===== config.mk =====
export PLATFORM = sky130hd
export DESIGN_NAME = step_counter
export DESIGN_NICKNAME = d
export VERILOG_FILES = /design/src/rtl/step_counter_pkg.sv /design/src/rtl/step_counter_next.sv /design/src/rtl/step_counter.sv
export SDC_FILE = /design/constraint.sdc
export NUM_CORES = 1
export LEC_CHECK = 0
export CORE_MARGIN = 2
export CORE_UTILIZATION = 50
export CTS_BUF_LIST = sky130_fd_sc_hd__clkbuf_8 sky130_fd_sc_hd__clkbuf_16
export CTS_CLUSTER_DIAMETER = 60
export DETAILED_ROUTE_END_ITERATION = 10
export GPL_ROUTABILITY_DRIVEN = 0
export PLACE_DENSITY = 0.93
export SETUP_SLACK_MARGIN = 0.1
export SLEW_MARGIN = 20
export SYNTH_ARGS = -nofsm -noshare
export SYNTH_HDL_FRONTEND = slang
export SYNTH_SLANG_ARGS = --single-unit

===== constraint.sdc =====
create_clock -name clk -period 6.85 [get_ports clk]
set_input_delay 2.055 -clock clk [delete_from_list [all_inputs] [get_ports clk]]
set_output_delay 2.055 -clock clk [all_outputs]
set_load 0.01 [all_outputs]

===== src/rtl/step_counter_pkg.sv =====
// Shared types and default parameters for the step counter family.
// The saturating build is selected with STEP_COUNTER_SAT_EN; both builds share this package.
package step_counter_pkg;

    typedef enum logic {
        DIR_UP   = 1'b0,
        DIR_DOWN = 1'b1
    } dir_e;

    localparam int unsigned DEF_WIDTH = 8;
    localparam int unsigned DEF_INIT  = 1;
    localparam int unsigned DEF_STEP  = 2;

endpackage


===== src/rtl/step_counter_next.sv =====
// Combinational successor of the step counter: next value and window-crossing flag.
// Define STEP_COUNTER_SAT_EN to clamp at the window bounds instead of wrapping.
module step_counter_next
    import step_counter_pkg::*;
#(
    parameter int unsigned WIDTH = DEF_WIDTH,
    parameter int unsigned INIT  = DEF_INIT,
    parameter int unsigned STEP  = DEF_STEP
) (
    input  logic [WIDTH-1:0] count,
    input  logic             dir,
    input  logic [WIDTH-1:0] limit,
    output logic [WIDTH-1:0] next_val,
    output logic             crossed
);

    // One extra bit so count + STEP and INIT + STEP never overflow.
    localparam int unsigned XW = WIDTH + 1;
    localparam logic [XW-1:0] INIT_X = XW'(INIT);
    localparam logic [XW-1:0] STEP_X = XW'(STEP);
    localparam logic [XW-1:0] LOW_X  = INIT_X + STEP_X;
    localparam logic [WIDTH-1:0] INIT_W = WIDTH'(INIT);

`ifdef STEP_COUNTER_SAT_EN
    localparam bit SAT = 1'b1;
`else
    localparam bit SAT = 1'b0;
`endif

    logic [XW-1:0] count_x;
    logic [XW-1:0] limit_x;
    logic [XW-1:0] sum_x;
    logic [XW-1:0] diff_x;
    dir_e          dir_s;

    assign count_x = {1'b0, count};
    assign limit_x = {1'b0, limit};
    assign sum_x   = count_x + STEP_X;
    assign diff_x  = count_x - STEP_X;
    assign dir_s   = dir_e'(dir);

    always_comb begin
        next_val = count;
        crossed  = 1'b0;
        case (dir_s)
            DIR_UP: begin
                if (sum_x > limit_x) begin
                    crossed  = 1'b1;
                    next_val = SAT ? limit : INIT_W;
                end else begin
                    next_val = WIDTH'(sum_x);
                end
            end
            DIR_DOWN: begin
                if (count_x < LOW_X) begin
                    crossed  = 1'b1;
                    next_val = SAT ? INIT_W : limit;
                end else begin
                    next_val = WIDTH'(diff_x);
                end
            end
            default: begin
                next_val = count;
                crossed  = 1'b0;
            end
        endcase
    end

endmodule


===== src/rtl/step_counter.sv =====
// Arithmetic-step counter over the window [INIT .. limit] with load and wrap pulse.
// Define STEP_COUNTER_SAT_EN for the saturating variant; ports are identical in both builds.
module step_counter
    import step_counter_pkg::*;
#(
    parameter int unsigned WIDTH = DEF_WIDTH,
    parameter int unsigned INIT  = DEF_INIT,
    parameter int unsigned STEP  = DEF_STEP
) (
    input  logic             clk,
    input  logic             rstn,
    input  logic             en,
    input  logic             dir,
    input  logic             load,
    input  logic [WIDTH-1:0] load_val,
    input  logic [WIDTH-1:0] limit,
    output logic [WIDTH-1:0] out,
    output logic             wrap
);

    logic [WIDTH-1:0] next_val;
    logic             crossed;

    step_counter_next #(
        .WIDTH (WIDTH),
        .INIT  (INIT),
        .STEP  (STEP)
    ) u_next (
        .count    (out),
        .dir      (dir),
        .limit    (limit),
        .next_val (next_val),
        .crossed  (crossed)
    );

    // rstn is active-high here: 1 forces the window start.
    always_ff @(posedge clk) begin
        if (rstn) begin
            out  <= WIDTH'(INIT);
            wrap <= 1'b0;
        end else if (load) begin
            out  <= load_val;
            wrap <= 1'b0;
        end else if (en) begin
            out  <= next_val;
            wrap <= crossed;
        end else begin
            wrap <= 1'b0;
        end
    end

endmodule

==> results_dict.tcl, run 1 <==
set metrics [dict create \
    outcome "completed" \
    first_global_vias 1107 \
    critical_path_arrival_ns 4.57 \
    synth_async_sr_flop_share_pct 0 \
    setup_total_negative_slack_ns 0 \
    dpl-instance-area_sq_mm 0.00127 \
    hold_violations 0 \
    max_slew_margin_pct 54.5 \
    total_via_count_in_the_routed_design 1149 \
    timing.max_cap.violations 0 \
    synth.lib_cells_used.distinct 41 \
    cellPowerDensity_mw_per_mm2 171 \
    placeableCoreArea_sq_mm 0.00192 \
    cts_hold_buf 0 \
    std_cell_rows 16 \
    detail_route.first_pass.iterations 4 \
    syn_nets 168 \
    holdWs_ns 0.652 \
    drc 0 \
    layout.area.seq_sq_um 180 \
    vdd.ir_drop.worst_uv 184 \
    drtAntennaViolNets 0 \
    synth_area_per_cell_sq_um 7.32 \
    synth_warnings 0 \
    dieArea_sq_mm 0.00238 \
    synth_sequential_area_ratio_pct 18.0 \
    grt_max_degree 18 \
    worstReg2RegStart "out[3]$_SDFFE_PP0P_" \
    postLayoutCellArea_sq_mm 0.00131 \
    multi_input_area_sq_um 718 \
    route.final.wire_length_um 2790 \
    top_level_ports 30 \
    clock_tree.root_cell "sky130_fd_sc_hd__clkbuf_8" \
    drive_above_1_share_pct 3.75 \
    grt_pass1_wl_um 4690 \
    criticalPathCategory "in2reg" \
    syn_to_final_growth_pct 31.0 \
    setup.worst_path.start "limit[6]" \
    clock_skew_ns 0.000967 \
    fill_cells 177 \
    synth_edf_count 0 \
    clock_tree.buffer_depth 2 \
    post_route_utilization_pct 68.3 \
    post-synth-top-count-cell "sky130_fd_sc_hd__inv_1" \
    netlist.top_cell.by_area "sky130_fd_sc_hd__dfxtp_1" \
    finalNetCount 192 \
    synth_top_area_share_pct 18.0 \
    setup_viol_count_final 0 \
    tightest_slew_ns 0.683 \
    max_clock_freq_ghz 0.225 \
    via_per_inst 6.14 \
    clk_latency_ns 0.23 \
    detail_route.wl_per_cell_um 14.9 \
    insertedDiodeCount 0 \
    worst-path-max-fanout 8 \
    start_util_pct 52.1 \
    numCtsBuffers 3 \
    die_w_um 48.8 \
    ys_top_cells_by_area "sky130_fd_sc_hd__dfxtp_1 18%, sky130_fd_sc_hd__ha_1 12%, sky130_fd_sc_hd__a21oi_1 5.5%, sky130_fd_sc_hd__inv_1 4.5%, sky130_fd_sc_hd__nand2_1 4.1%" \
    p_leak_nw 0.602 \
    post_syn_instances 137 \
    number_of_antenna_violations_at_the_first_check_in_global_routing 0 \
    ys_top_cells_by_count "12 x sky130_fd_sc_hd__inv_1, 11 x sky130_fd_sc_hd__a21oi_1, 11 x sky130_fd_sc_hd__nand2_1" \
    timing.critical_path.required_ns 6.97 \
    cts.repair_timing.setup_buffer_count 0 \
    grt_util_all_layers_pct 24.7 \
    yosys_register_bits 9 \
    detailedRoute.firstIterationViolations 56 \
    min_path_type "reg2reg" \
    clock-sinks 9 \
    die_h_um 48.8 \
    htreeDepth 1 \
    cts.clk_slew.worst_paths_ns 0.05 \
    overflow 0 \
    numPortBuffers 29 \
    cp-end-kind "register" \
    post-route-period-util_pct 65.0 \
    period_needed_ns 4.45 \
    synth_flop_cell "sky130_fd_sc_hd__dfxtp_1" \
    rsz_0062_raised_after_global_routing "no" \
    hold_path.startpoint "out[6]$_SDFFE_PP0P_" \
    place.detailed.hpwl_um 2100 \
    category_of_the_worst_setup_path_launch_point "input pin" \
    ctsResizeCount 0 \
    clock_tree_from_tritoncts "yes" \
    maxSlewViolCount 0 \
    mappedNetlistArea_sq_mm 0.00100 \
]
==> worst max-delay path, cell delays in order <==
cell and delay [ns]:
sky130_fd_sc_hd__clkdlybuf4s50_1 0.47, sky130_fd_sc_hd__inv_1 0.04, sky130_fd_sc_hd__ha_1 0.29, sky130_fd_sc_hd__a21o_1 0.16, sky130_fd_sc_hd__a211oi_1 0.33, sky130_fd_sc_hd__nand4b_1 0.23
sky130_fd_sc_hd__a21oi_1 0.59, sky130_fd_sc_hd__a211oi_1 0.10, sky130_fd_sc_hd__a211o_1 0.29
==> cell type report <==
cell class / instances / share of cell area, %
Sequential cell: 9 / 13.7
Clock inverter: 1 / 0.286
Inverter: 12 / 3.43
Timing Repair Buffer: 29 / 22.1
Multi-Input combinational cell: 106 / 54.7
Clock buffer: 3 / 3.15
Tap cell: 27 / 2.57
==> sequential cells by signal, summed over array words and instances (netlist names) <==
signal / cells
out: 8
wrap: 1
==> worst paths after layout <==
| path | end | slack (ns) | cells past startpoint |
|---|---|---|---|
| min reg2reg | out[6]$_SDFFE_PP0P_ | 0.65 | 2 |
| max reg2reg | out[0]$_SDFFE_PP1P_ | 3.54 | 10 |
| min | out[6]$_SDFFE_PP0P_ | 0.65 | 2 |
| max | out[0]$_SDFFE_PP1P_ | 2.40 | 9 |
==> power breakdown <==
part           total, mW  internal [mW]  switching, mW
logic             0.0962         0.0471         0.0491
registers         0.0669         0.0572        0.00974
clock network     0.0608         0.0391         0.0217
total              0.224          0.143         0.0805
==> layout by cell type (no fill, tap or decap), types with 3 or more instances in the layout <==
master	n
sky130_fd_sc_hd__clkbuf_8	3
sky130_fd_sc_hd__inv_1	13
sky130_fd_sc_hd__a21o_1	3
sky130_fd_sc_hd__a211oi_1	3
sky130_fd_sc_hd__nor3_1	5
sky130_fd_sc_hd__xor2_1	4
sky130_fd_sc_hd__o21ai_0	5
sky130_fd_sc_hd__clkdlybuf4s50_1	29
sky130_fd_sc_hd__nand3_1	6
sky130_fd_sc_hd__nor2_1	10
sky130_fd_sc_hd__nand2_1	11
sky130_fd_sc_hd__ha_1	10
sky130_fd_sc_hd__dfxtp_1	9
sky130_fd_sc_hd__xnor2_1	4
sky130_fd_sc_hd__a21oi_1	11
sky130_fd_sc_hd__and3_1	3
==> kinds of logic after synthesis <==
group / count (synthesis) / share of synthesized area (%)
buffers and inverters: 22 / 10.4
XOR/XNOR: 8 / 6.99
flip-flops: 9 / 18.0
AND/OR/NAND/NOR: 47 / 24.3
adder cells (fa/ha/maj): 10 / 12.5
multiplexers: 1 / 0.999
AO/OA/AOI/OAI: 40 / 26.8
==> per-stage QoR <==
stage / cells / worst slack [ns] / total power [mW]
after floorplan: 137 / 3.04 / 0.130
after global placement: 183 / 2.42 / 0.158
after detailed placement: 183 / 2.20 / 0.162
after CTS: 187 / 2.44 / 0.224
after global routing: 187 / 2.30 / 0.239
final: 187 / 2.40 / 0.224
==> per-layer routing <==
metal	GRT usage [%]	routed length [um]	up-vias
met3	7.98	194	6
met5	0	0	-
met2	44.5	1400	56
li1	-	-	539
met1	27.4	1140	548
met4	7.62	44	0
No activity file was read; power rests on OpenSTA's default activity.
==> run 2, diff against run 1 <==
Settings changed: CORE_UTILIZATION 50 to 47, PLACE_DENSITY 0.93 to 0.89.
Clock period 6.85 ns to 4.6 ns, I/O delays scaled along.
==> run 2 against run 1 <==
Net effect: worst hold slack got worse by 0.016 ns; sequential power increased by 49%; first-iteration DRC count fell by 46%; critical endpoint unchanged; die area is 5.8% higher; cell area did not move.
==> results_dict.tcl, run 2 (same netlist as run 1, synthesis figures left out) <==
set metrics [dict create \
    dpl-instance-area_sq_mm 0.00127 \
    post-route-period-util_pct 81.0 \
    detail_route.first_pass.iterations 4 \
    min_path_type "reg2reg" \
    drc 0 \
    dieArea_sq_mm 0.00252 \
    ctsResizeCount 0 \
    placeableCoreArea_sq_mm 0.00198 \
    top_level_ports 30 \
    top_regs "out (8), wrap (1)" \
    routed-wl-met3_um 163 \
    worstReg2RegStart "out[3]$_SDFFE_PP0P_" \
    detail_route.wl_per_cell_um 14.4 \
    postLayoutCellArea_sq_mm 0.00131 \
    grt_util_all_layers_pct 22.5 \
    clk_latency_ns 0.23 \
    tightest_slew_ns 0.617 \
    clock_tree.buffer_depth 2 \
    worst-path-max-fanout 8 \
    most_frequent_standard_cell_in_the_layout_excluding_fill_and_tap_cells "sky130_fd_sc_hd__clkdlybuf4s50_1" \
    timing.critical_path.required_ns 4.71 \
    maxSlewViolCount 0 \
    layout.cells.most_common_list "29 x sky130_fd_sc_hd__clkdlybuf4s50_1, 13 x sky130_fd_sc_hd__inv_1, 11 x sky130_fd_sc_hd__a21oi_1, 11 x sky130_fd_sc_hd__nand2_1" \
    outcome "completed" \
    hold_violations 0 \
    path_cells "clkdlybuf4s50_1, inv_1, ha_1, a21o_1, a211oi_1, nand4b_1, a21oi_1, a211oi_1, a211o_1" \
    overflow 0 \
    critical_path_arrival_ns 3.84 \
    setup_total_negative_slack_ns 0 \
    wl_met2_um 1330 \
    total_power_uw 328 \
    syn_to_final_growth_pct 31.0 \
    place.detailed.hpwl_um 2100 \
    clock-sinks 9 \
    terminating_pin_of_the_worst_hold_path "out[6]$_SDFFE_PP0P_" \
    first_global_vias 1017 \
    timing.rr.end "out[0]$_SDFFE_PP1P_" \
    max_slew_margin_pct 58.9 \
    insertedDiodeCount 0 \
    total_via_count_in_the_routed_design 1085 \
    topRoutingLayerUsed "met4" \
    holdWs_ns 0.636 \
    die_h_um 50.2 \
    p_leak_nw 0.602 \
    cts_hold_buf 0 \
    ff2ff_setup_slack_ns 1.38 \
    die_w_um 50.2 \
    clock_skew_ns 0.00354 \
    numCtsBuffers 3 \
    setup_viol_count_final 0 \
    clock_tree.root_cell "sky130_fd_sc_hd__clkbuf_8" \
    vdd.ir_drop.worst_uv 260 \
    grt_pass1_wl_um 4490 \
    crit_path_max_incr_delay_ns 0.55 \
    std_cell_rows 16 \
    start_util_pct 50.6 \
    criticalPathCategory "in2reg" \
    drt-met1-wl_um 1160 \
    holdPathStages 2 \
    cp-end-kind "register" \
    drive_above_1_share_pct 3.75 \
    cts.repair_timing.setup_buffer_count 0 \
    grt_max_degree 18 \
    critPathMostFrequentCell "sky130_fd_sc_hd__a211oi_1" \
    drtAntennaViolNets 0 \
    numPortBuffers 29 \
    timing.max_cap.violations 0 \
    clock_tree_from_tritoncts "yes" \
    cellPowerDensity_mw_per_mm2 250 \
    hold_path.startpoint "out[6]$_SDFFE_PP0P_" \
    detailedRoute.firstIterationViolations 30 \
    number_of_antenna_violations_at_the_first_check_in_global_routing 0 \
    timing.critical_path.slowest_stage_cell "sky130_fd_sc_hd__a21oi_1" \
    period_needed_ns 3.73 \
    max_clock_freq_ghz 0.268 \
    regMostFlops "out" \
    route.final.wire_length_um 2690 \
    largest_register_ff_count 8 \
    via_per_inst 5.80 \
    rsz_0062_raised_after_global_routing "no" \
    logic_depth_of_the_worst_register_to_register_path 10 \
    finalNetCount 192 \
    category_of_the_worst_setup_path_launch_point "input pin" \
    htreeDepth 1 \
    cts.clk_slew.worst_paths_ns 0.04 \
]
run 2: cell counts in the layout (fill, tap and decap cells not counted):
No cell type changed its count.
run 2: worst max-delay path by stage:
stage / start / to / slack (ns) / cells past startpoint
final: limit[6] / out[0]$_SDFFE_PP1P_ / 0.87 / 9
after global routing: limit[6] / out[2]$_SDFFE_PP0P_ / 0.62 / 9
after CTS: limit[6] / out[0]$_SDFFE_PP1P_ / 0.91 / 9
after detailed placement: limit[6] / out[0]$_SDFFE_PP1P_ / 0.69 / 9
after global placement: limit[6] / out[0]$_SDFFE_PP1P_ / 0.83 / 9
after floorplan: limit[6] / out[0]$_SDFFE_PP1P_ / 1.46 / 8
run 2: power by group:
part	switching, mW	internal, mW
clock network	0.0293	0.0579
logic	0.0707	0.0701
registers	0.0146	0.0852
total	0.115	0.213
run 2: cell type report:
class | count | area (sq um)
repair buffers | 29 | 290
fillers | 155 | 669
well taps | 27 | 33.8
multi-input cells | 106 | 718
clock buffers | 3 | 41.3
inverters | 12 | 45.0
flip-flops and latches | 9 | 180
clock inverters | 1 | 3.75
run 2: per-stage QoR:
stage / cells / util, % / setup WS, ns
floorplan: 137 / - / 1.46
global placement: 183 / 64.0 / 0.833
detailed placement: 183 / 64.0 / 0.686
CTS: 187 / 66.2 / 0.911
global route: 187 / 66.2 / 0.617
finish: 187 / 66.2 / 0.875
run 2: layer usage:
metal  up-vias  GRT usage, %
li1        538             -
met1       502          28.9
met2        41          37.7
met3         4          5.36
met4         0          5.56
met5         -             0
run 2: critical path, delay by kind of cell:
family	cells	cell delay [ns]
AO/OA/AOI/OAI	5	1.43
adder cells (fa/ha/maj)	1	0.30
buffers and inverters	2	0.51
AND/OR/NAND/NOR	1	0.22
==> run 3, diff against run 2 <==
Clock period 4.6 ns to 3.75 ns, I/O delays scaled along.
==> run 3 against run 2 <==
Net effect: register-to-register slack got worse by 0.67 ns; count of clock-buffer cells in the layout unchanged; global-route usage increased by 1.1 points; total power increased by 25%; final cell count increased by 1.6%; die area unchanged; non-clock buffer count increased by 3; cell area increased by 1.7%; clock power increased by 24%; first-iteration DRC count increased by 10%; worst hold slack improved by 0.0046 ns; critical endpoint is now out[3]$_SDFFE_PP0P_; largest power group unchanged; highest routed layer unchanged.
==> results_dict.tcl, run 3 (same netlist as run 1, synthesis figures left out) <==
set metrics [dict create \
    numPortBuffers 29 \
    drtAntennaViolNets 0 \
    post-place-ws_ns 0.293 \
    path_cells "clkdlybuf4s50_1, inv_1, ha_1, a21o_1, a211oi_1, nand4b_1, a21oi_1, buf_4, a31o_2, a22o_1" \
    timing.critical_path.required_ns 3.93 \
    syn_to_final_growth_pct 33.2 \
    first_global_vias 1060 \
    period_needed_ns 3.27 \
    most_frequent_standard_cell_in_the_layout_excluding_fill_and_tap_cells "sky130_fd_sc_hd__clkdlybuf4s50_1" \
    cts.clk_slew.worst_paths_ns 0.04 \
    clock_tree.buffer_depth 2 \
    cts_hold_buf 0 \
    finalNetCount 195 \
    crit_path_max_incr_delay_ns 0.48 \
    numCtsBuffers 3 \
    max_slew_margin_pct 69.8 \
    drc 0 \
    critical_path_s_top_delay_family "compound AO/OA/AOI/OAI gates" \
    p_int_uw 266 \
    detail_route.first_pass.iterations 4 \
    die_w_um 50.2 \
    via_per_inst 5.91 \
    sw_frac_of_total_pct 35.2 \
    grt_max_degree 18 \
    ctsResizeCount 0 \
    dieArea_sq_mm 0.00252 \
    route.final.wire_length_um 2810 \
    overflow 0 \
    finalWorstSetupSlack_ns 0.478 \
    criticalPathCategory "in2reg" \
    number_of_antenna_violations_at_the_first_check_in_global_routing 0 \
    insertedDiodeCount 0 \
    top_level_ports 30 \
    cellPowerDensity_mw_per_mm2 307 \
    setup_viol_count_final 0 \
    layout.cells.most_common_list "29 x sky130_fd_sc_hd__clkdlybuf4s50_1, 13 x sky130_fd_sc_hd__inv_1, 11 x sky130_fd_sc_hd__a21oi_1, 11 x sky130_fd_sc_hd__nand2_1" \
    grt_pass1_wl_um 4570 \
    clock_skew_ns 0.00317 \
    maxSlewViolCount 0 \
    grt_util_all_layers_pct 23.6 \
    detail_route.wl_per_cell_um 14.8 \
    outcome "completed" \
    category_of_the_worst_setup_path_launch_point "input pin" \
    seq_power_share_pct 29.9 \
    post-route-period-util_pct 87.3 \
    timing.max_cap.violations 0 \
    detailedRoute.firstIterationViolations 33 \
    rsz_0062_raised_after_global_routing "no" \
    htreeDepth 1 \
    max_clock_freq_ghz 0.306 \
    start_util_pct 50.6 \
    largest_register_ff_count 8 \
    critical_path_arrival_ns 3.45 \
    clock_tree_from_tritoncts "yes" \
    regMostFlops "out" \
    pwr-share-clk_pct 26.4 \
    switching_power_uw 145 \
    drive_above_1_share_pct 5.52 \
    setup_total_negative_slack_ns 0 \
    placeableCoreArea_sq_mm 0.00198 \
    p_comb_share_pct 43.7 \
    place.detailed.hpwl_um 2160 \
    tightest_slew_ns 0.452 \
    std_cell_rows 16 \
    p_leak_nw 0.617 \
    fill_cells 159 \
    cp-end-kind "register" \
    min_path_type "reg2reg" \
    total_via_count_in_the_routed_design 1123 \
    clk_latency_ns 0.23 \
    multi_input_area_sq_um 718 \
    clock_tree.root_cell "sky130_fd_sc_hd__clkbuf_8" \
    vdd.ir_drop.worst_uv 369 \
    hold_violations 0 \
    worst-path-max-fanout 5 \
    cts.repair_timing.setup_buffer_count 0 \
    clock-sinks 9 \
    die_h_um 50.2 \
    top_regs "out (8), wrap (1)" \
    crit_buf_inv 3 \
    timing.critical_path.slowest_stage_cell "sky130_fd_sc_hd__clkdlybuf4s50_1" \
    layout.area.seq_sq_um 180 \
]
-- run 3: cell count changes in the layout (fill, tap and decap cells not counted), sizes merged --
cell / change
buf: +3
-- run 3: area by class of cell --
cell class | instances | area share [%]
Multi-Input combinational cell | 106 | 53.8
Timing Repair Buffer | 32 | 23.4
Sequential cell | 9 | 13.5
Inverter | 12 | 3.37
Clock buffer | 3 | 3.09
Tap cell | 27 | 2.53
Clock inverter | 1 | 0.281
-- run 3: worst min-delay path, stage by stage (launching register included) --
cell	delay (ns)
sky130_fd_sc_hd__dfxtp_1	0.45
sky130_fd_sc_hd__a32oi_1	0.09
sky130_fd_sc_hd__nand2_1	0.07
-- run 3: final timing paths --
kind                            start                   to  slack, ns  depth (start not counted)
hold / removal    out[6]$_SDFFE_PP0P_  out[6]$_SDFFE_PP0P_       0.64                          2
hold reg to reg   out[6]$_SDFFE_PP0P_  out[6]$_SDFFE_PP0P_       0.64                          2
setup reg to reg  out[3]$_SDFFE_PP0P_  out[3]$_SDFFE_PP0P_       0.71                         11
setup / recovery             limit[6]  out[3]$_SDFFE_PP0P_       0.48                         10
-- run 3: layer usage --
layer	up-vias	GRT usage, %	routed length (um)
met4	0	6.48	42
met3	6	7.14	214
met2	58	42.3	1410
met5	-	0	0
met1	511	26.7	1140
li1	548	-	-
-- run 3: metrics by stage --
stage | utilization, % | area, sq um | power, mW | std cells | hold WS, ns
2_1_floorplan | - | 1000 | 0.238 | 137 | 0.613
3_3_place_gp | 65.1 | 1290 | 0.293 | 186 | 0.604
3_5_place_dp | 65.1 | 1290 | 0.300 | 186 | 0.608
4_1_cts | 67.4 | 1340 | 0.411 | 190 | 0.619
5_1_grt | 67.4 | 1340 | 0.440 | 190 | 0.667
6_report | 67.4 | 1340 | 0.410 | 190 | 0.641
-- run 3: power by group through the flow --
stage	Clock (mW)	Sequential [mW]	Combinational [mW]
after detailed placement	0	0.124	0.176
after global placement	0	0.123	0.170
after global routing	0.120	0.124	0.196
final	0.108	0.123	0.179
after floorplan	0	0.119	0.119
after CTS	0.111	0.122	0.178
